<file path="src/rtl/alu_pkg.sv">
// alu_pkg: shared constants for the execute-stage ALU issue path.
//   - ALU control codes driven on alu_control
//   - major opcode values (instruction[6:0])
//   - forwarding-select encodings for fwd_a_sel / fwd_b_sel
//   - operand2 source select and issue-stage state encodings
package alu_pkg;

  localparam logic [3:0] ALU_ADD  = 4'b0000;
  localparam logic [3:0] ALU_SUB  = 4'b0001;
  localparam logic [3:0] ALU_AND  = 4'b0010;
  localparam logic [3:0] ALU_OR   = 4'b0011;
  localparam logic [3:0] ALU_XOR  = 4'b0100;
  localparam logic [3:0] ALU_SLT  = 4'b0101;
  localparam logic [3:0] ALU_SLL  = 4'b0110;
  localparam logic [3:0] ALU_SRL  = 4'b0111;
  localparam logic [3:0] ALU_PASS = 4'b1000;

  localparam logic [6:0] OP_R      = 7'b0110011;
  localparam logic [6:0] OP_RW     = 7'b0111011;
  localparam logic [6:0] OP_I      = 7'b0010011;
  localparam logic [6:0] OP_IW     = 7'b0011011;
  localparam logic [6:0] OP_LOAD   = 7'b0000011;
  localparam logic [6:0] OP_STORE  = 7'b0100011;
  localparam logic [6:0] OP_BRANCH = 7'b1100011;
  localparam logic [6:0] OP_LUI    = 7'b0110111;
  localparam logic [6:0] OP_AUIPC  = 7'b0010111;
  localparam logic [6:0] OP_JAL    = 7'b1101111;
  localparam logic [6:0] OP_JALR   = 7'b1100111;

  localparam logic [1:0] FWD_REG    = 2'b00;
  localparam logic [1:0] FWD_EX_MEM = 2'b01;
  localparam logic [1:0] FWD_MEM_WB = 2'b10;

  typedef enum logic [1:0] {OP2_RS2, OP2_IMM, OP2_FOUR} op2_sel_e;

  typedef enum logic [1:0] {ST_EMPTY, ST_FULL, ST_SKID} issue_state_e;

  // Full-width integer ops shared by R and I formats. Returns {illegal, ctrl}.
  function automatic logic [4:0] int_op_ctrl(input logic [2:0] f3, input logic sub);
    logic [4:0] r;
    case (f3)
      3'b000:  r = {1'b0, sub ? ALU_SUB : ALU_ADD};
      3'b111:  r = {1'b0, ALU_AND};
      3'b110:  r = {1'b0, ALU_OR};
      3'b100:  r = {1'b0, ALU_XOR};
      3'b010:  r = {1'b0, ALU_SLT};
      3'b001:  r = {1'b0, ALU_SLL};
      3'b101:  r = {1'b0, ALU_SRL};
      default: r = {1'b1, ALU_ADD};
    endcase
    return r;
  endfunction

endpackage

</file>
<file path="src/rtl/alu_ctrl_decode.sv">
// alu_ctrl_decode: combinational decode of opcode/funct3/funct7_5.
// Ports:
//   opcode_i, funct3_i, funct7_5_i : instruction fields
//   alu_control_o : ALU operation code (ADD when illegal)
//   word_op_o     : 32-bit operation
//   illegal_o     : unsupported encoding
//   op1_pc_o      : operand1 comes from PC instead of forwarded rs1
//   op2_sel_o     : operand2 source (forwarded rs2 / imm / constant 4)
module alu_ctrl_decode
  import alu_pkg::*;
(
  input  logic [6:0] opcode_i,
  input  logic [2:0] funct3_i,
  input  logic       funct7_5_i,
  output logic [3:0] alu_control_o,
  output logic       word_op_o,
  output logic       illegal_o,
  output logic       op1_pc_o,
  output op2_sel_e   op2_sel_o
);

  logic [4:0] int_r;

  always_comb begin
    alu_control_o = ALU_ADD;
    word_op_o     = 1'b0;
    illegal_o     = 1'b0;
    op1_pc_o      = 1'b0;
    op2_sel_o     = OP2_RS2;
    int_r         = 5'b0;
    case (opcode_i)
      OP_R: begin
        int_r         = int_op_ctrl(funct3_i, funct7_5_i);
        {illegal_o, alu_control_o} = int_r;
      end
      OP_I: begin
        // funct7_5 on an immediate ADD is an immediate bit, never SUB
        int_r         = int_op_ctrl(funct3_i, 1'b0);
        {illegal_o, alu_control_o} = int_r;
        op2_sel_o     = OP2_IMM;
      end
      OP_RW, OP_IW: begin
        word_op_o = 1'b1;
        if (opcode_i == OP_IW) op2_sel_o = OP2_IMM;
        case (funct3_i)
          3'b000:  alu_control_o = (opcode_i == OP_RW && funct7_5_i) ? ALU_SUB : ALU_ADD;
          3'b001:  alu_control_o = ALU_SLL;
          3'b101:  alu_control_o = ALU_SRL;
          default: illegal_o     = 1'b1;
        endcase
      end
      OP_LOAD, OP_STORE: op2_sel_o = OP2_IMM;
      OP_BRANCH:         alu_control_o = ALU_SUB;
      OP_LUI: begin
        alu_control_o = ALU_PASS;
        op2_sel_o     = OP2_IMM;
      end
      OP_AUIPC: begin
        op1_pc_o  = 1'b1;
        op2_sel_o = OP2_IMM;
      end
      OP_JAL, OP_JALR: begin
        op1_pc_o  = 1'b1;
        op2_sel_o = OP2_FOUR;
      end
      default: illegal_o = 1'b1;
    endcase
    // An illegal word op carries no meaningful width
    if (illegal_o) begin
      alu_control_o = ALU_ADD;
      word_op_o     = 1'b0;
    end
  end

endmodule

</file>
<file path="src/rtl/alu_issue_stage.sv">
// alu_issue_stage: decodes, forwards and registers ALU operands toward execute
// behind a valid/ready handshake with a one-entry skid buffer, so in_ready is
// a pure flop output and never depends combinationally on out_ready.
// Ports:
//   clk, rst, flush          : clock, sync active-high reset, sync flush
//   in_valid / in_ready      : decode-side handshake
//   opcode, funct3, funct7_5 : instruction fields
//   pc, rs1_data, rs2_data, imm, fwd_a_sel, fwd_b_sel,
//   ex_mem_result, mem_wb_result : operand sources
//   out_valid / out_ready    : execute-side handshake
//   operand1, operand2, alu_control, word_op, store_data, illegal : issued op
//   issued_cnt, stall_cnt    : performance counters (ALU_ISSUE_PERF_EN),
//                              tied to zero when the macro is undefined
module alu_issue_stage
  import alu_pkg::*;
#(
  parameter int              XLEN       = 64,
  parameter logic [XLEN-1:0] RST_PC_OPS = '0
) (
  input  logic            clk,
  input  logic            rst,
  input  logic            flush,
  input  logic            in_valid,
  output logic            in_ready,
  input  logic [6:0]      opcode,
  input  logic [2:0]      funct3,
  input  logic            funct7_5,
  input  logic [XLEN-1:0] pc,
  input  logic [XLEN-1:0] rs1_data,
  input  logic [XLEN-1:0] rs2_data,
  input  logic [XLEN-1:0] imm,
  input  logic [1:0]      fwd_a_sel,
  input  logic [1:0]      fwd_b_sel,
  input  logic [XLEN-1:0] ex_mem_result,
  input  logic [XLEN-1:0] mem_wb_result,
  output logic            out_valid,
  input  logic            out_ready,
  output logic [XLEN-1:0] operand1,
  output logic [XLEN-1:0] operand2,
  output logic [3:0]      alu_control,
  output logic            word_op,
  output logic [XLEN-1:0] store_data,
  output logic            illegal,
  output logic [31:0]     issued_cnt,
  output logic [31:0]     stall_cnt
);

  typedef struct packed {
    logic [XLEN-1:0] op1;
    logic [XLEN-1:0] op2;
    logic [XLEN-1:0] sdata;
    logic [3:0]      ctrl;
    logic            word_op;
    logic            illegal;
  } entry_t;

  issue_state_e state_q, state_d;
  entry_t       out_q, skid_q, new_op, rst_entry;

  logic [3:0]      dec_ctrl;
  logic            dec_word, dec_illegal, dec_op1_pc;
  op2_sel_e        dec_op2_sel;
  logic [XLEN-1:0] fwd_a, fwd_b;
  logic            accept, xfer_out;

  alu_ctrl_decode u_decode (
    .opcode_i      (opcode),
    .funct3_i      (funct3),
    .funct7_5_i    (funct7_5),
    .alu_control_o (dec_ctrl),
    .word_op_o     (dec_word),
    .illegal_o     (dec_illegal),
    .op1_pc_o      (dec_op1_pc),
    .op2_sel_o     (dec_op2_sel)
  );

  always_comb begin
    case (fwd_a_sel)
      FWD_EX_MEM: fwd_a = ex_mem_result;
      FWD_MEM_WB: fwd_a = mem_wb_result;
      default:    fwd_a = rs1_data;
    endcase
    case (fwd_b_sel)
      FWD_EX_MEM: fwd_b = ex_mem_result;
      FWD_MEM_WB: fwd_b = mem_wb_result;
      default:    fwd_b = rs2_data;
    endcase
  end

  always_comb begin
    new_op.op1 = dec_op1_pc ? pc : fwd_a;
    case (dec_op2_sel)
      OP2_IMM:  new_op.op2 = imm;
      OP2_FOUR: new_op.op2 = XLEN'(4);
      default:  new_op.op2 = fwd_b;
    endcase
    new_op.sdata   = fwd_b;
    new_op.ctrl    = dec_ctrl;
    new_op.word_op = dec_word;
    new_op.illegal = dec_illegal;
  end

  assign rst_entry = '{op1: RST_PC_OPS, op2: RST_PC_OPS, sdata: RST_PC_OPS,
                       ctrl: ALU_ADD, word_op: 1'b0, illegal: 1'b0};

  assign accept   = in_valid && in_ready;
  assign xfer_out = out_valid && out_ready;

  // State register
  always_ff @(posedge clk) begin
    if (rst || flush) state_q <= ST_EMPTY;
    else              state_q <= state_d;
  end

  // Next state
  always_comb begin
    state_d = state_q;
    case (state_q)
      ST_EMPTY: if (accept) state_d = ST_FULL;
      ST_FULL: begin
        if (accept && !out_ready)      state_d = ST_SKID;
        else if (!accept && out_ready) state_d = ST_EMPTY;
      end
      ST_SKID:  if (out_ready) state_d = ST_FULL;
      default:  state_d = ST_EMPTY;
    endcase
  end

  // Outputs
  always_comb begin
    out_valid = (state_q != ST_EMPTY);
    in_ready  = (state_q != ST_SKID);
  end

  // Payload: the output register takes a new op when the slot is free or being
  // drained this cycle; otherwise the new op parks in the skid entry.
  always_ff @(posedge clk) begin
    if (rst || flush) begin
      out_q  <= rst_entry;
      skid_q <= rst_entry;
    end else begin
      if (state_q == ST_SKID) begin
        if (out_ready) out_q <= skid_q;
      end else if (accept) begin
        if (state_q == ST_EMPTY || out_ready) out_q  <= new_op;
        else                                  skid_q <= new_op;
      end
    end
  end

  assign operand1    = out_q.op1;
  assign operand2    = out_q.op2;
  assign store_data  = out_q.sdata;
  assign alu_control = out_q.ctrl;
  assign word_op     = out_q.word_op;
  assign illegal     = out_q.illegal;

`ifdef ALU_ISSUE_PERF_EN
  logic [31:0] issued_cnt_q, stall_cnt_q;

  // Counters survive flush; only reset clears them
  always_ff @(posedge clk) begin
    if (rst) begin
      issued_cnt_q <= '0;
      stall_cnt_q  <= '0;
    end else begin
      if (xfer_out)               issued_cnt_q <= issued_cnt_q + 32'd1;
      if (out_valid && !out_ready) stall_cnt_q <= stall_cnt_q + 32'd1;
    end
  end

  assign issued_cnt = issued_cnt_q;
  assign stall_cnt  = stall_cnt_q;
`else
  logic unused_perf;
  assign unused_perf = xfer_out;
  assign issued_cnt  = '0;
  assign stall_cnt   = '0;
`endif

endmodule

</file>
<file path="config.mk">
export PLATFORM = sky130hd
export DESIGN_NAME = alu_issue_stage
export DESIGN_NICKNAME = d
export VERILOG_FILES = /design/src/rtl/alu_pkg.sv /design/src/rtl/alu_ctrl_decode.sv /design/src/rtl/alu_issue_stage.sv
export SDC_FILE = /design/constraint.sdc
export NUM_CORES = 1
export LEC_CHECK = 0
export CAP_MARGIN = 40
export CORE_AREA = 2 2 260 262
export CTS_CLUSTER_SIZE = 25
export DETAILED_ROUTE_END_ITERATION = 10
export DIE_AREA = 0 0 262 264
export GPL_TIMING_DRIVEN = 1
export PLACE_DENSITY_LB_ADDON = 0.25
export REMOVE_ABC_BUFFERS = 1
export SYNTH_ARGS = -nofsm -noshare
export SYNTH_HDL_FRONTEND = slang
export SYNTH_HIERARCHICAL = 1
export SYNTH_SLANG_ARGS = --single-unit
</file>
<file path="constraint.sdc">
create_clock -name clk -period 2.8 [get_ports clk]
set_clock_uncertainty 0.1 [all_clocks]
set_input_delay 0.42 -clock clk [delete_from_list [all_inputs] [get_ports clk]]
set_output_delay 0.42 -clock clk [all_outputs]
set_load 0.03 [all_outputs]
</file>
* Yosys cells after proc, flatten, opt, wreduce, memory -nomap -nowiden
Cells that the tools add are included.
** Storage, ports and cells
- Register bits after elaboration :: 398
- Bits in latches :: 0
- RAM bits :: 0
- Memory bits (read-only) :: 0
- Input bits :: 404
- Output and inout bits :: 264
- Logic and storage cells :: 93
- Memories kept :: 0
** Operators by class
- Add/subtract/negate cells :: 0
- Multipliers :: 0
- Divide/modulo/power cells :: 0
- Magnitude comparators :: 0
- Equal/unequal tests :: 29
- Shift operators :: 0
- Muxes and demuxes :: 27
- Bitwise operators :: 2
- Reduce and logical (&&, ||, !) cells :: 22
** Operator list (count)
- $mux 198 :: 4
- $pmux 64 s2 :: 3
- $pmux 5 s7 :: 2
- $mux 64 :: 1
- $eq 7x6->1 const B :: 4
- $eq 7x5->1 const B :: 3
- $eq 7x7->1 const B :: 3
- $pmux 4 s5 :: 1
- $eq 3x3->1 const B :: 4
- $pmux 2 s3 :: 2
- $pmux 4 s3 :: 1
- $reduce_and 3->1 :: 3
- $eq 2x1->1 const B :: 4
- $eq 2x2->1 const B :: 4
- $mux 2 :: 4
- $eq 7x2->1 const B :: 1
- $mux 1 :: 7
- $reduce_or 7->1 :: 1
- $ne 2x2->1 const B :: 3
- $reduce_bool 2->1 :: 3
- $reduce_or 3->1 :: 2
- $reduce_or 5->1 :: 1
- $logic_and 1x1->1 :: 4
- $mux 4 :: 1
- 10 further kinds :: 14

* Longest topological paths before layout
- Depth in word-level cells :: 9
- Depth in mapped cells :: 13
- Depth with buffers taken out :: 10

* Cells and area by module
The synthesis kept the hierarchy.
** By module, submodules not included
- alu_issue_stage :: instances 1, cells an instance 2566, area each 20131.8 um2
- alu_ctrl_decode :: instances 1, cells an instance 50, area each 331.6 um2

* Worst setup path after synthesis
Ideal clock, no wire load.
- Path type :: input -> register
- Start :: input port opcode[2]
- End :: register skid_q[122] (netlist bit)
- Data arrival time :: 2343 ps
- Required time :: 2568 ps
- Setup slack :: 225 ps
- Stages on the path :: 13
- Buffers on the path :: 5
- Cell sequence :: clkbuf_1 -> a211oi_1 -> a31oi_1 -> nor3_1 -> inv_1 -> ha_1 -> buf_2 -> nor2b_1 -> buf_2 -> buf_2 -> buf_2 -> a221oi_1 -> nor3_1
** On the way
- Word-level cells in the longest chain between the ends :: 5
- Elaborated cells on any way between the ends :: 17
** Ends and longest elaborated chain
- from (decl) :: line alu_issue_stage.sv:25 : input logic [6:0] opcode,
- $eq 7x2->1 (tied with other cells) :: line alu_ctrl_decode.sv:31 : case (opcode_i)
- $reduce_or 5->1 (no source line) (tied with other cells)
- $pmux 2 s3 * :: line alu_ctrl_decode.sv:31
- named net dec_op2_sel[0] :: line alu_issue_stage.sv:62 : op2_sel_e dec_op2_sel;
- $eq 2x2->1 or $eq 2x1->1 (tied branches) :: line alu_issue_stage.sv:92 : case (dec_op2_sel)
- $pmux 64 s2 * :: line alu_issue_stage.sv:92
- to (signal assigned) :: line alu_issue_stage.sv:140 : skid_q <= rst_entry;
- to (signal assigned) :: line alu_issue_stage.sv:146 : else skid_q <= new_op;
- to (decl) :: line alu_issue_stage.sv:58 : entry_t out_q, skid_q, new_op, rst_entry;
Mark *: on every way through the listed nets, which the timed path passes. The rest lies on a longest branch.
A chain may end at the register's enable or synchronous reset.

* Worst setup path after layout
- Start :: register state_q[0]
- End :: output port out_valid
** On the way
- Word-level cells in the longest chain between the ends :: 1
** Ends and longest elaborated chain
- from (decl) :: line alu_issue_stage.sv:57 : issue_state_e state_q, state_d;
- from (signal assigned) :: line alu_issue_stage.sv:112 : else state_q <= state_d;
- $reduce_bool 2->1 :: line alu_issue_stage.sv:131 : out_valid = (state_q != ST_EMPTY);
- to (decl) :: line alu_issue_stage.sv:36 : output logic out_valid,
No other way between the ends.

==> run_results.csv <==
group,metric,value,unit
outcome,outcome,"finished, final reports clean",
die,pin_count,668,
critical_path,worstSetupStartpoint,"state_q[0]",
critical_path,crit_path_cell_trace,"or2_2 > clkdlybuf4s50_1",
power,clkPwrFrac,0.390,
synthesis,synthCells,2616,
grt,grt_use_total,0.233,
timing,max_slew.worst_pin.slew,947,ps
critical_path,slowest_delay,740,ps
grt,grt_pass1_wl,128000,um
synthesis,synth_edf_count,0,
drt,drcViolationCount,0,
power,switchingPower,4.45,mW
power,swShare,0.289,
clocking,clockRootBuffer,"clkbuf_16",
synthesis,postSynth.asyncResetShare,0,
placement,dp_cells,3933,
critical_path,crit_slowest_cell,"clkdlybuf4s50_1",
critical_path,cp-endpoint,"out_valid",
critical_path,ff2ff_path_depth,5,
drt,drt-total-wl,84800,um
timing,setup_viol,0,
synthesis,ys_seq_area_frac,0.389,
run,max-cap-violations,0,
timing,slew_violations,0,
clocking,clock_path_buffers,3,
worst_hold_path,hp-class,"flop to flop",
placement,dp_hpwl,57800,um
drt,via_per_inst,5.61,
die,die_w,262,um
timing,hold_viol_final,0,
die,core_area,66600,um^2
drt,routedWlPerCell,21.1,um
critical_path,regToRegEndpoint,"alu_control[3]",
synthesis,yosysWarnings,6,
critical_path,cp-end-kind,"primary output",
placement,gp_congestion,0.845,
layout,final_core_util,0.438,
clocking,clk_pin_slew,60,ps
power,peakVddDrop,370,uV
critical_path,rrSetupSlack,700,ps
power,comb_power_share,0.223,
power,p_int,10.9,mW
power,cellPowerDensity,527,nW/um^2
die,rows,95,
timing,rsz0062_at_grt,"false",
critical_path,crit_path_max_fanout,8,
die,dieHeight,264,um
timing,fmax,0.377,GHz
placement,portBuffers,603,
layout,drive_above_1_share,0.0716,
synthesis,synth_area,20500,um^2
layout,area_growth,42.6,%
grt,antenna_found_initial,8,
layout,nets,3519,
drt,drt-pass1-iter-count,7,
critical_path,arrival,2130,ps
drt,dr_total_vias,22564,
die,initial_core_util,0.307,
timing,period_needed,2650,ps
die,die-area,69200,um^2
timing,finalCritPeriodShare,0.948,
clocking,h-tree-depth,2,
clocking,cts_tree,"yes",
critical_path,critPathLaunchType,"flop",
grt,overflow,0,
synthesis,avgSynthCellArea,7.82,um^2
power,p_seq_frac,0.387,
clocking,cts_setup_buffers,0,
clocking,cts_buffers,46,
power,leakage,9.94,nW
synthesis,ys_seq_elements,398,
grt,first_global_vias,21733,
synthesis,synth_ff_type,"dfxtp_1",
clocking,cts.sinks,398,
critical_path,worstPathRequired,2280,ps
clocking,clk_latency,560,ps
clocking,cts_hold_buf,0,
critical_path,crit_type,"flop to primary output",
synthesis,synth_cell_types,51,
critical_path,r2r-start,"state_q[0]",
drt,final_antenna_net_count,0,
drt,first_iter_violations,1576,
layout,final_cells,4019,
timing,relSlewSlack,0.369,
grt,grt_max_degree,108,
-- how the worst min path moves through the flow --
stage               start          to  cells past startpoint
6_report       skid_q[61]  skid_q[61]                      2
5_1_grt         skid_q[5]   skid_q[5]                      2
4_1_cts        skid_q[55]  skid_q[55]                      2
3_5_place_dp   skid_q[55]  skid_q[55]                      2
3_3_place_gp   skid_q[45]  skid_q[45]                      2
2_1_floorplan   skid_q[0]   skid_q[0]                      2
-- Yosys cell counts (2+ instances only) --
cell type,number,area [um^2]
nor3_1,192,961
buf_1,21,78.8
clkbuf_1,134,503
dfxtp_1,398,7970
o21ai_0,77,385
a311oi_2,3,45.0
nand3_1,126,631
o21ai_1,118,591
buf_6,3,33.8
nand2b_1,3,18.8
and2_1,3,18.8
buf_2,112,561
nor2b_1,69,432
inv_1,74,278
nand3b_1,4,30.0
or2_2,2,12.5
a211oi_1,129,968
buf_4,90,676
a311oi_1,3,26.3
a211o_1,3,26.3
a221oi_1,251,2200
nor2_1,139,522
nand2_1,228,856
a21oi_1,273,1370
o211ai_1,127,953
o22ai_1,2,12.5
ha_1,7,87.6
mux2i_1,2,20.0
-- state kept, by name (all words and copies together), names as in the netlist --
register / flops
state_q: 2
operand1: 64
word_op: 1
skid_q: 198
operand2: 64
alu_control: 4
store_data: 64
illegal: 1
-- worst max-delay path: cells and delay by family, from the launching register on --
| kind | cells | cell delay (ps) |
|---|---|---|
| buffers and inverters | 1 | 740 |
| flip-flops | 1 | 630 |
| AND/OR/NAND/NOR | 1 | 200 |
-- layer usage --
layer,share of wire,GRT usage,wire length [um]
met1,0.41,0.292,35000
met4,0.031,0.0751,2640
met2,0.48,0.392,40600
met3,0.077,0.0527,6560
met5,0.00042,0,36
-- logic make-up (layout without fill, tap and decap cells) --
family,after synthesis,in the layout,synth area share
flops,398,398,0.389
fa+ha+maj,7,7,0.00428
simple gates,779,779,0.176
mux,3,3,0.00153
other cells,1,69,0.000183
compound gates,994,994,0.325
buf+inv,434,896,0.104
-- what timing repair did --
action / in CTS / in global routing
setup endpoints to repair: 0 / 32
resized for setup: 0 / 1
hold endpoints to repair: 0 / 0
-- layout make-up --
type                       count  area (um^2)
sequential                   398         7970
timing repair buffer         741         7620
inverter                      74          283
multi-input combinational   1847        10700
fill                        6516        37400
antenna                        5         12.5
clock buffer                  73         1360
tap                          873         1090
clock inverter                 8          123
-- metrics by stage --
| step | setup TNS [ps] | total power [mW] | setup slack [ps] | hold WS (ps) | area, um^2 |
|---|---|---|---|---|---|
| global placement | -33220 | 9.42 | -376 | 342 | 27700 |
| detailed placement | -45510 | 9.48 | -458 | 347 | 27700 |
| finish | 0 | 15.4 | 146 | 355 | 29200 |
| CTS | 0 | 15.5 | 117 | 355 | 29200 |
| global route | 0 | 16.0 | 42.6 | 371 | 29200 |
| floorplan | -2194600 | 7.76 | -7830 | 337 | 18800 |
-- power by group through the flow --
stage / sequential (mW) / clock (mW) / combinational, mW
after floorplan: 6.35 / 0 / 1.41
after global routing: 5.96 / 6.35 / 3.68
after global placement: 6.07 / 0 / 3.35
final: 5.95 / 6.00 / 3.43
after detailed placement: 6.07 / 0 / 3.41
after CTS: 5.95 / 6.13 / 3.42
-- layout by cell type, fill, tap and decap left out, types with 4 or more instances in the layout --
master and n:
inv_1 73, nand3_1 126, ha_4 5, dfxtp_1 398
a221oi_1 251, o21ai_0 77, buf_4 94, buf_12 44
o211ai_1 127, diode_2 5, nand2_1 228, clkbuf_8 9
clkdlybuf4s50_1 602, conb_1 64, clkbuf_1 17, o21ai_1 118
nor3_1 192, nand3b_1 4, clkbuf_16 47, nor2_1 139
a21oi_1 273, a211oi_1 129, nor2b_1 67
Note: power is estimated with default switching activity, not from simulation.
